## src/rtl/decoder_pkg.sv

```systemverilog
// Decoder types, field encodings and the pure decode function shared by the decode stage.
// Field map is fixed for a 16-bit instruction word; callers pass bits [15:0].
package decoder_pkg;

  localparam int ADDR_IMM_W = 12;
  localparam int DATA_IMM_W = 8;

  localparam logic [2:0] OP_ALU_IMM = 3'b000;
  localparam logic [2:0] OP_ALU_REG = 3'b001;
  localparam logic [2:0] OP_MISC    = 3'b010;
  localparam logic [2:0] OP_JMPI    = 3'b100;
  localparam logic [2:0] OP_JMP     = 3'b111;

  localparam logic [3:0] FN_LOAD  = 4'd0;
  localparam logic [3:0] FN_STORE = 4'd1;
  localparam logic [3:0] FN_GET   = 4'd2;
  localparam logic [3:0] FN_PUT   = 4'd3;
  localparam logic [3:0] FN_SET   = 4'd4;
  localparam logic [3:0] FN_JMPR  = 4'd0;
  localparam logic [3:0] FN_JMP   = 4'd1;

  typedef struct packed {
    logic                  jump_branch_select;
    logic                  immediate_address_select;
    logic                  unconditional_branch;
    logic                  jump_relative;
    logic [2:0]            branch_condition;
    logic [ADDR_IMM_W-1:0] address_immediate;
    logic [2:0]            alu_function;
    logic                  alu_output_enable;
    logic                  status_write_enable;
    logic [DATA_IMM_W-1:0] alu_operand_b_immediate;
    logic                  acc_write_enable;
    logic [DATA_IMM_W-1:0] acc_immediate;
    logic                  read_data_output_enable;
    logic [3:0]            reg_addr;
    logic                  read_get_acc;
    logic                  write_put_acc;
    logic                  data_memory_output_enable;
    logic                  data_memory_write_enable;
  } decoded_ctrl_t;

  typedef struct packed {
    decoded_ctrl_t ctrl;
    logic          illegal;
  } decode_result_t;

  // Illegal encodings leave the whole bundle zero so nothing downstream fires.
  function automatic decode_result_t decode_inst(input logic [15:0] instr);
    decode_result_t r;
    logic [2:0]     op;
    logic [3:0]     fn;
    r  = '0;
    op = instr[3:1];
    fn = instr[7:4];
    if (instr[0]) begin
      r.ctrl.jump_branch_select       = 1'b1;
      r.ctrl.immediate_address_select = 1'b1;
      r.ctrl.branch_condition         = instr[3:1];
      r.ctrl.address_immediate        = instr[15:4];
    end else begin
      case (op)
        OP_ALU_IMM, OP_ALU_REG: begin
          r.ctrl.alu_function        = fn[2:0];
          r.ctrl.alu_output_enable   = 1'b1;
          r.ctrl.acc_write_enable    = 1'b1;
          r.ctrl.status_write_enable = 1'b1;
          if (op == OP_ALU_IMM) begin
            r.ctrl.alu_operand_b_immediate = instr[15:8];
          end else begin
            r.ctrl.read_data_output_enable = 1'b1;
            r.ctrl.reg_addr                = instr[11:8];
          end
        end
        OP_MISC: begin
          case (fn)
            FN_LOAD: begin
              r.ctrl.data_memory_output_enable = 1'b1;
              r.ctrl.acc_write_enable          = 1'b1;
            end
            FN_STORE: r.ctrl.data_memory_write_enable = 1'b1;
            FN_GET: begin
              r.ctrl.read_get_acc     = 1'b1;
              r.ctrl.acc_write_enable = 1'b1;
              r.ctrl.reg_addr         = instr[11:8];
            end
            FN_PUT: begin
              r.ctrl.write_put_acc = 1'b1;
              r.ctrl.reg_addr      = instr[11:8];
            end
            FN_SET: begin
              r.ctrl.acc_write_enable = 1'b1;
              r.ctrl.acc_immediate    = instr[15:8];
            end
            default: r.illegal = 1'b1;
          endcase
        end
        OP_JMPI: begin
          r.ctrl.jump_branch_select       = 1'b1;
          r.ctrl.immediate_address_select = 1'b1;
          r.ctrl.unconditional_branch     = 1'b1;
          r.ctrl.address_immediate        = instr[15:4];
        end
        OP_JMP: begin
          if (fn == FN_JMPR || fn == FN_JMP) begin
            r.ctrl.jump_branch_select   = 1'b1;
            r.ctrl.unconditional_branch = 1'b1;
            r.ctrl.jump_relative        = (fn == FN_JMPR);
          end else begin
            r.illegal = 1'b1;
          end
        end
        default: r.illegal = 1'b1;
      endcase
    end
    return r;
  endfunction

endpackage

```

## src/rtl/decode_fifo.sv

```systemverilog
// Generic in-order sync FIFO with flush; write visible at the output one cycle after push.
// push_rdy/pop_vld are registered; a full FIFO refuses pushes even while popping.
module decode_fifo #(
  parameter int WIDTH = 8,
  parameter int DEPTH = 2
) (
  input  logic             clk,
  input  logic             rst,
  input  logic             flush,
  input  logic             push_vld,
  output logic             push_rdy,
  input  logic [WIDTH-1:0] push_dat,
  output logic             pop_vld,
  input  logic             pop_rdy,
  output logic [WIDTH-1:0] pop_dat
);

  localparam int PTR_W = $clog2(DEPTH);
  localparam int CW    = $clog2(DEPTH) + 1;
  localparam logic [CW-1:0]    FULL_CNT = CW'(DEPTH);
  localparam logic [CW-1:0]    CNT_ONE  = CW'(1);
  localparam logic [PTR_W-1:0] PTR_ONE  = PTR_W'(1);

  logic [WIDTH-1:0] mem [DEPTH];
  logic [PTR_W-1:0] wr_ptr;
  logic [PTR_W-1:0] rd_ptr;
  logic [CW-1:0]    count;
  logic [CW-1:0]    count_nxt;
  logic             vld_q;
  logic             rdy_q;
  logic             do_push;
  logic             do_pop;

  always_comb begin
    do_push   = push_vld & rdy_q & ~flush;
    do_pop    = pop_rdy & vld_q;
    count_nxt = count;
    if (do_push && !do_pop) begin
      count_nxt = count + CNT_ONE;
    end else if (!do_push && do_pop) begin
      count_nxt = count - CNT_ONE;
    end
  end

  always_ff @(posedge clk) begin
    if (do_push) begin
      mem[wr_ptr] <= push_dat;
    end
  end

  // Pointers wrap naturally because DEPTH is a power of two.
  always_ff @(posedge clk) begin
    if (rst) begin
      wr_ptr <= '0;
      rd_ptr <= '0;
      count  <= '0;
      vld_q  <= 1'b0;
      rdy_q  <= 1'b1;
    end else if (flush) begin
      wr_ptr <= '0;
      rd_ptr <= '0;
      count  <= '0;
      vld_q  <= 1'b0;
      rdy_q  <= 1'b1;
    end else begin
      if (do_push) begin
        wr_ptr <= wr_ptr + PTR_ONE;
      end
      if (do_pop) begin
        rd_ptr <= rd_ptr + PTR_ONE;
      end
      count <= count_nxt;
      vld_q <= (count_nxt != '0);
      rdy_q <= (count_nxt != FULL_CNT);
    end
  end

  assign push_rdy = rdy_q;
  assign pop_vld  = vld_q;
  assign pop_dat  = vld_q ? mem[rd_ptr] : '0;

endmodule

```

## src/rtl/decode_stage.sv

```systemverilog
// Registered decode stage: decodes on accept, queues {ctrl, pc, illegal} in order; 1 cycle to out_valid.
// in_ready is registered and low while the queue is full, even if execute pops that cycle.
module decode_stage
  import decoder_pkg::*;
#(
  parameter int INST_W   = 16,
  parameter int I_ADDR_W = 12,
  parameter int DATA_W   = 8,
  parameter int DEPTH    = 2,
  parameter int CNT_W    = 8
) (
  input  logic                clk,
  input  logic                rst,
  input  logic                flush,
  input  logic                in_valid,
  output logic                in_ready,
  input  logic [INST_W-1:0]   in_instruction,
  input  logic [I_ADDR_W-1:0] in_pc,
  output logic                out_valid,
  input  logic                out_ready,
  output decoded_ctrl_t       out_ctrl,
  output logic [I_ADDR_W-1:0] out_pc,
  output logic                out_illegal,
  output logic [CNT_W-1:0]    illegal_count
);

  if (DATA_W != DATA_IMM_W || INST_W < 16) begin : g_param_check
    $error("decode_stage: DATA_W must equal DATA_IMM_W and INST_W must be at least 16");
  end

  typedef struct packed {
    decoded_ctrl_t       ctrl;
    logic [I_ADDR_W-1:0] pc;
    logic                illegal;
  } entry_t;

  localparam int ENTRY_W = $bits(entry_t);
  localparam logic [CNT_W-1:0] CNT_ONE = CNT_W'(1);

  decode_result_t   dec;
  entry_t           push_entry;
  entry_t           head;
  logic             accept;
  logic [CNT_W-1:0] illegal_cnt_q;

  assign dec        = decode_inst(in_instruction[15:0]);
  assign push_entry = '{ctrl: dec.ctrl, pc: in_pc, illegal: dec.illegal};
  assign accept     = in_valid & in_ready & ~flush;

  decode_fifo #(
    .WIDTH (ENTRY_W),
    .DEPTH (DEPTH)
  ) u_fifo (
    .clk      (clk),
    .rst      (rst),
    .flush    (flush),
    .push_vld (in_valid),
    .push_rdy (in_ready),
    .push_dat (push_entry),
    .pop_vld  (out_valid),
    .pop_rdy  (out_ready),
    .pop_dat  (head)
  );

  always_ff @(posedge clk) begin
    if (rst) begin
      illegal_cnt_q <= '0;
    end else if (accept && dec.illegal && illegal_cnt_q != '1) begin
      illegal_cnt_q <= illegal_cnt_q + CNT_ONE;
    end
  end

  assign out_ctrl      = head.ctrl;
  assign out_pc        = head.pc;
  assign out_illegal   = head.illegal;
  assign illegal_count = illegal_cnt_q;

endmodule

```

## config.mk

```make
export PLATFORM = sky130hd
export DESIGN_NAME = decode_stage
export DESIGN_NICKNAME = d
export VERILOG_FILES = /design/src/rtl/decoder_pkg.sv /design/src/rtl/decode_fifo.sv /design/src/rtl/decode_stage.sv
export SDC_FILE = /design/constraint.sdc
export NUM_CORES = 1
export LEC_CHECK = 0
export ABC_AREA = 1
export ABC_CLOCK_PERIOD_IN_PS = 4400
export BUFFER_PORTS_ARGS = -buffer_cell sky130_fd_sc_hd__buf_2
export CAP_MARGIN = 10
export CORE_MARGIN = 2
export CORE_UTILIZATION = 40
export CTS_CLUSTER_SIZE = 24
export DETAILED_ROUTE_END_ITERATION = 8
export HOLD_SLACK_MARGIN = 0.06
export SYNTH_ARGS = -nofsm -noshare
export SYNTH_HDL_FRONTEND = slang
export SYNTH_SLANG_ARGS = --single-unit
```

## constraint.sdc

```tcl
create_clock -name clk -period 4.4 [get_ports clk]
set_clock_uncertainty 0.2 [all_clocks]
set_input_delay 0.66 -clock clk [delete_from_list [all_inputs] [get_ports clk]]
set_output_delay 0.66 -clock clk [all_outputs]
set_load 0.02 [all_outputs]
```

==> impl_results.md <==
- Worst path cell trace: o21ai_0, nor2_1, buf_2
- Critical path's top delay family: flip-flops
- Final worst path period share: 0.679
- Syn Area/Cell: approximately 11 um2
- Core Area: around 14,000 um2
- Max cap viols: 0
- Worst slew pin tran: around 1.2 ns
- Largest family of logic cells by synthesized area: simple AND/OR/NAND/NOR gates
- Wire per inst: ~16 um
- I/O pin cnt: 106
- Final setup violation count: 0
- Crit. Startpoint: u_fifo.pop_vld
- Combinational Power Share: 0.073
- Die H: 125 um
- CTS buffer count: 17
- Maximum clock frequency: 335 MHz
- Most common cell after layout, fill and taps aside: nor2_1
- Worst Min Path Start: in_pc[10]
- First-pass GRT wire length: 21.1 mm
- Netlist cell types: 30
- Total Neg Setup Slack: 0 ns
- CP endpoint kind: output pin
- PostCTS Resize Cnt: 0
- Slew margin rel.: 0.216
- Post-route minimum period: 2.99 ns
- Xor/xnor share of the synthesized area: 0.00452
- Mux contribution to synthesized area: 0
- Net switching power: 0.000663 W
- CP max-delay cell: dfxtp_2
- VDD IR-drop max: 174 uV
- Number of antenna-violating nets in the routed design: 0
- Largest net degree at the start of global routing: 65
- FF+latch count, synth: approximately 140
- Status: finished clean
- DR iter-0 viols: between 300 and 400
- Area Overhead vs Synth: 21.1%
- Hold Crit Class: in2reg
- Ys Warns: 0
- Leakage power: between 3 and 4 nW
- Initial core utilization: 0.405
- Pwr dens: roughly 420 nW/um2
- Setup WS pre-CTS: 1.80 ns
- Synthesized cell area: roughly 5800 um2
- Most frequent cells in the layout: nor2_1, edfxtp_1, buf_2
- Sequential cell area fraction in the yosys report: 0.692
- RSZ-0062 raised after global routing: no
- Placer Congestion: around 0.79
- Area contributors post-synth: edfxtp_1, nor2_1, o21ai_0
- # DRC: 0
- Die area: roughly 16,000 um2
- Switching part of the total power: 0.225
- Synth Area in Simple Gates: 0.188
- Compound-gate portion of the synthesized area: 0.0697
- Worst hold slack: 0.239 ns
- Row Count: 44
- Gr usage total: 0.175
- Sequential Power Share: 0.507
- N_diodes: 0
- Area leader, netlist: edfxtp_1
- Post-synthesis adder-cell area fraction: 0.00215
- CTS tree: done
- CP required: around 3.5 ns
- Crit-path max cell delay: around 1.1 ns
- Fraction of layout cells with a size suffix above 1: 0.233
- Die Wd: ~120 um
- Fin nets: a little under 700
- # port buffers: around 110
- Crit Path Class: reg2out
- Root buffer cell: clkbuf_16
- Critical path buffers and inverters: 1
- Initial antenna violation count: 1
- Overflow after GRT: 0
- Setup bufs post-CTS: 0
- Vias per std cell: between 4 and 5
- Fin. Hold Viols: 0
- Via Count: 4,146
- Critical Path AT: 2.13 ns
- Slew Viols, Final: 0
- Clk Latency, worst-skew pair: between 0.4 and 0.5 ns
- Number of global-route vias before repair: ~4,100
- DR pass1 iterations: 4
- TritonCTS sink count: about 140
- # fillers: 1,333
- Internal power: approximately 0.0023 W
- Routed WL: 13.3 mm
- Clock power frac: 0.420
- Final Util: 0.490
- CTS max path bufs: 2
- Hold bufs inserted after CTS: 0
- DP HPWL: between 8 and 9 mm
- Setup WS post-layout: ~1.4 ns
- Worst-path fanout max: 64
- R2R Path Start: u_fifo.pop_vld
- # H-tree levels: 4
- Post-synthesis cell count: 547
- Clock transition at path regs: 0.05 ns
- Post-synth top area share: 0.640
- Worst setup SP type: register
- Post-Syn Nets: between 500 and 600
==> final timing paths <==
check	to	depth (start not counted)	slack [ns]
worst max-delay path	out_ctrl[44]	3	1.41
worst min-delay path	u_fifo.mem[0][11]	1	0.24
worst max register to register	u_fifo.push_rdy	6	2.09
worst min register to register	u_fifo.rd_ptr	2	0.32
==> flip-flops by register name, indices dropped and copies added, names as in the netlist, named ones only <==
name,flops
illegal_count,8
u_fifo.count,2
u_fifo.wr_ptr,1
u_fifo.rd_ptr,1
u_fifo.pop_vld,1
u_fifo.push_rdy,1
u_fifo.mem,124
==> metrics by stage <==
| step | power [W] | cells | area [um2] |
|---|---|---|---|
| 2_1_floorplan | 0.00165 | 547 | 5820 |
| 3_3_place_gp | 0.00174 | 814 | 6530 |
| 3_5_place_dp | 0.00174 | 814 | 6530 |
| 4_1_cts | 0.00298 | 846 | 7040 |
| 5_1_grt | 0.00306 | 846 | 7040 |
| 6_report | 0.00295 | 846 | 7040 |
==> layer usage <==
| layer | vias up | share of wire | GRT usage | wire length (um) |
|---|---|---|---|---|
| met5 | - | 0.0012 | 0 | 16 |
| met4 | 2 | 0.013 | 0.0740 | 177 |
| met3 | 15 | 0.061 | 0.0546 | 811 |
| met2 | 107 | 0.49 | 0.285 | 6490 |
| met1 | 1967 | 0.43 | 0.217 | 5760 |
| li1 | 2055 | - | - | - |
==> power groups by stage <==
stage | combinational [W] | clock [W] | sequential (W)
after floorplan | 0.000141 | 0 | 0.00151
after global placement | 0.000214 | 0 | 0.00152
after detailed placement | 0.000218 | 0 | 0.00152
after CTS | 0.000219 | 0.00127 | 0.00150
after global routing | 0.000240 | 0.00132 | 0.00150
final | 0.000216 | 0.00124 | 0.00150
==> cells in the mapped netlist, drive strengths merged <==
master / instances
nor3: 10
o21ai: 68
a211oi: 1
a21o: 1
nand3: 10
edfxtp: 124
ha: 1
nor2: 185
nor4: 8
clkbuf: 20
nand4: 4
a21oi: 2
o21bai: 3
xor2: 3
a31oi: 1
dfxtp: 15
inv: 40
nand2: 45
buf: 6
==> final cells by class <==
class,instances,area (um2),share of cell area
clock inverter,14,86.3,0.0123
multi-input combinational,342,1550,0.220
timing repair buffer,109,568,0.0807
inverter,40,150,0.0213
sequential,139,4030,0.572
tap,184,230,0.0327
clock buffer,18,429,0.0609
==> logic make-up after synthesis <==
family                   after synthesis
flip-flops                           139
AND/OR/NAND/NOR                      262
XOR/XNOR                               3
AO/OA/AOI/OAI                         76
buffers and inverters                 66
adder cells (fa/ha/maj)                1
Note: power is estimated with default switching activity, not from simulation.
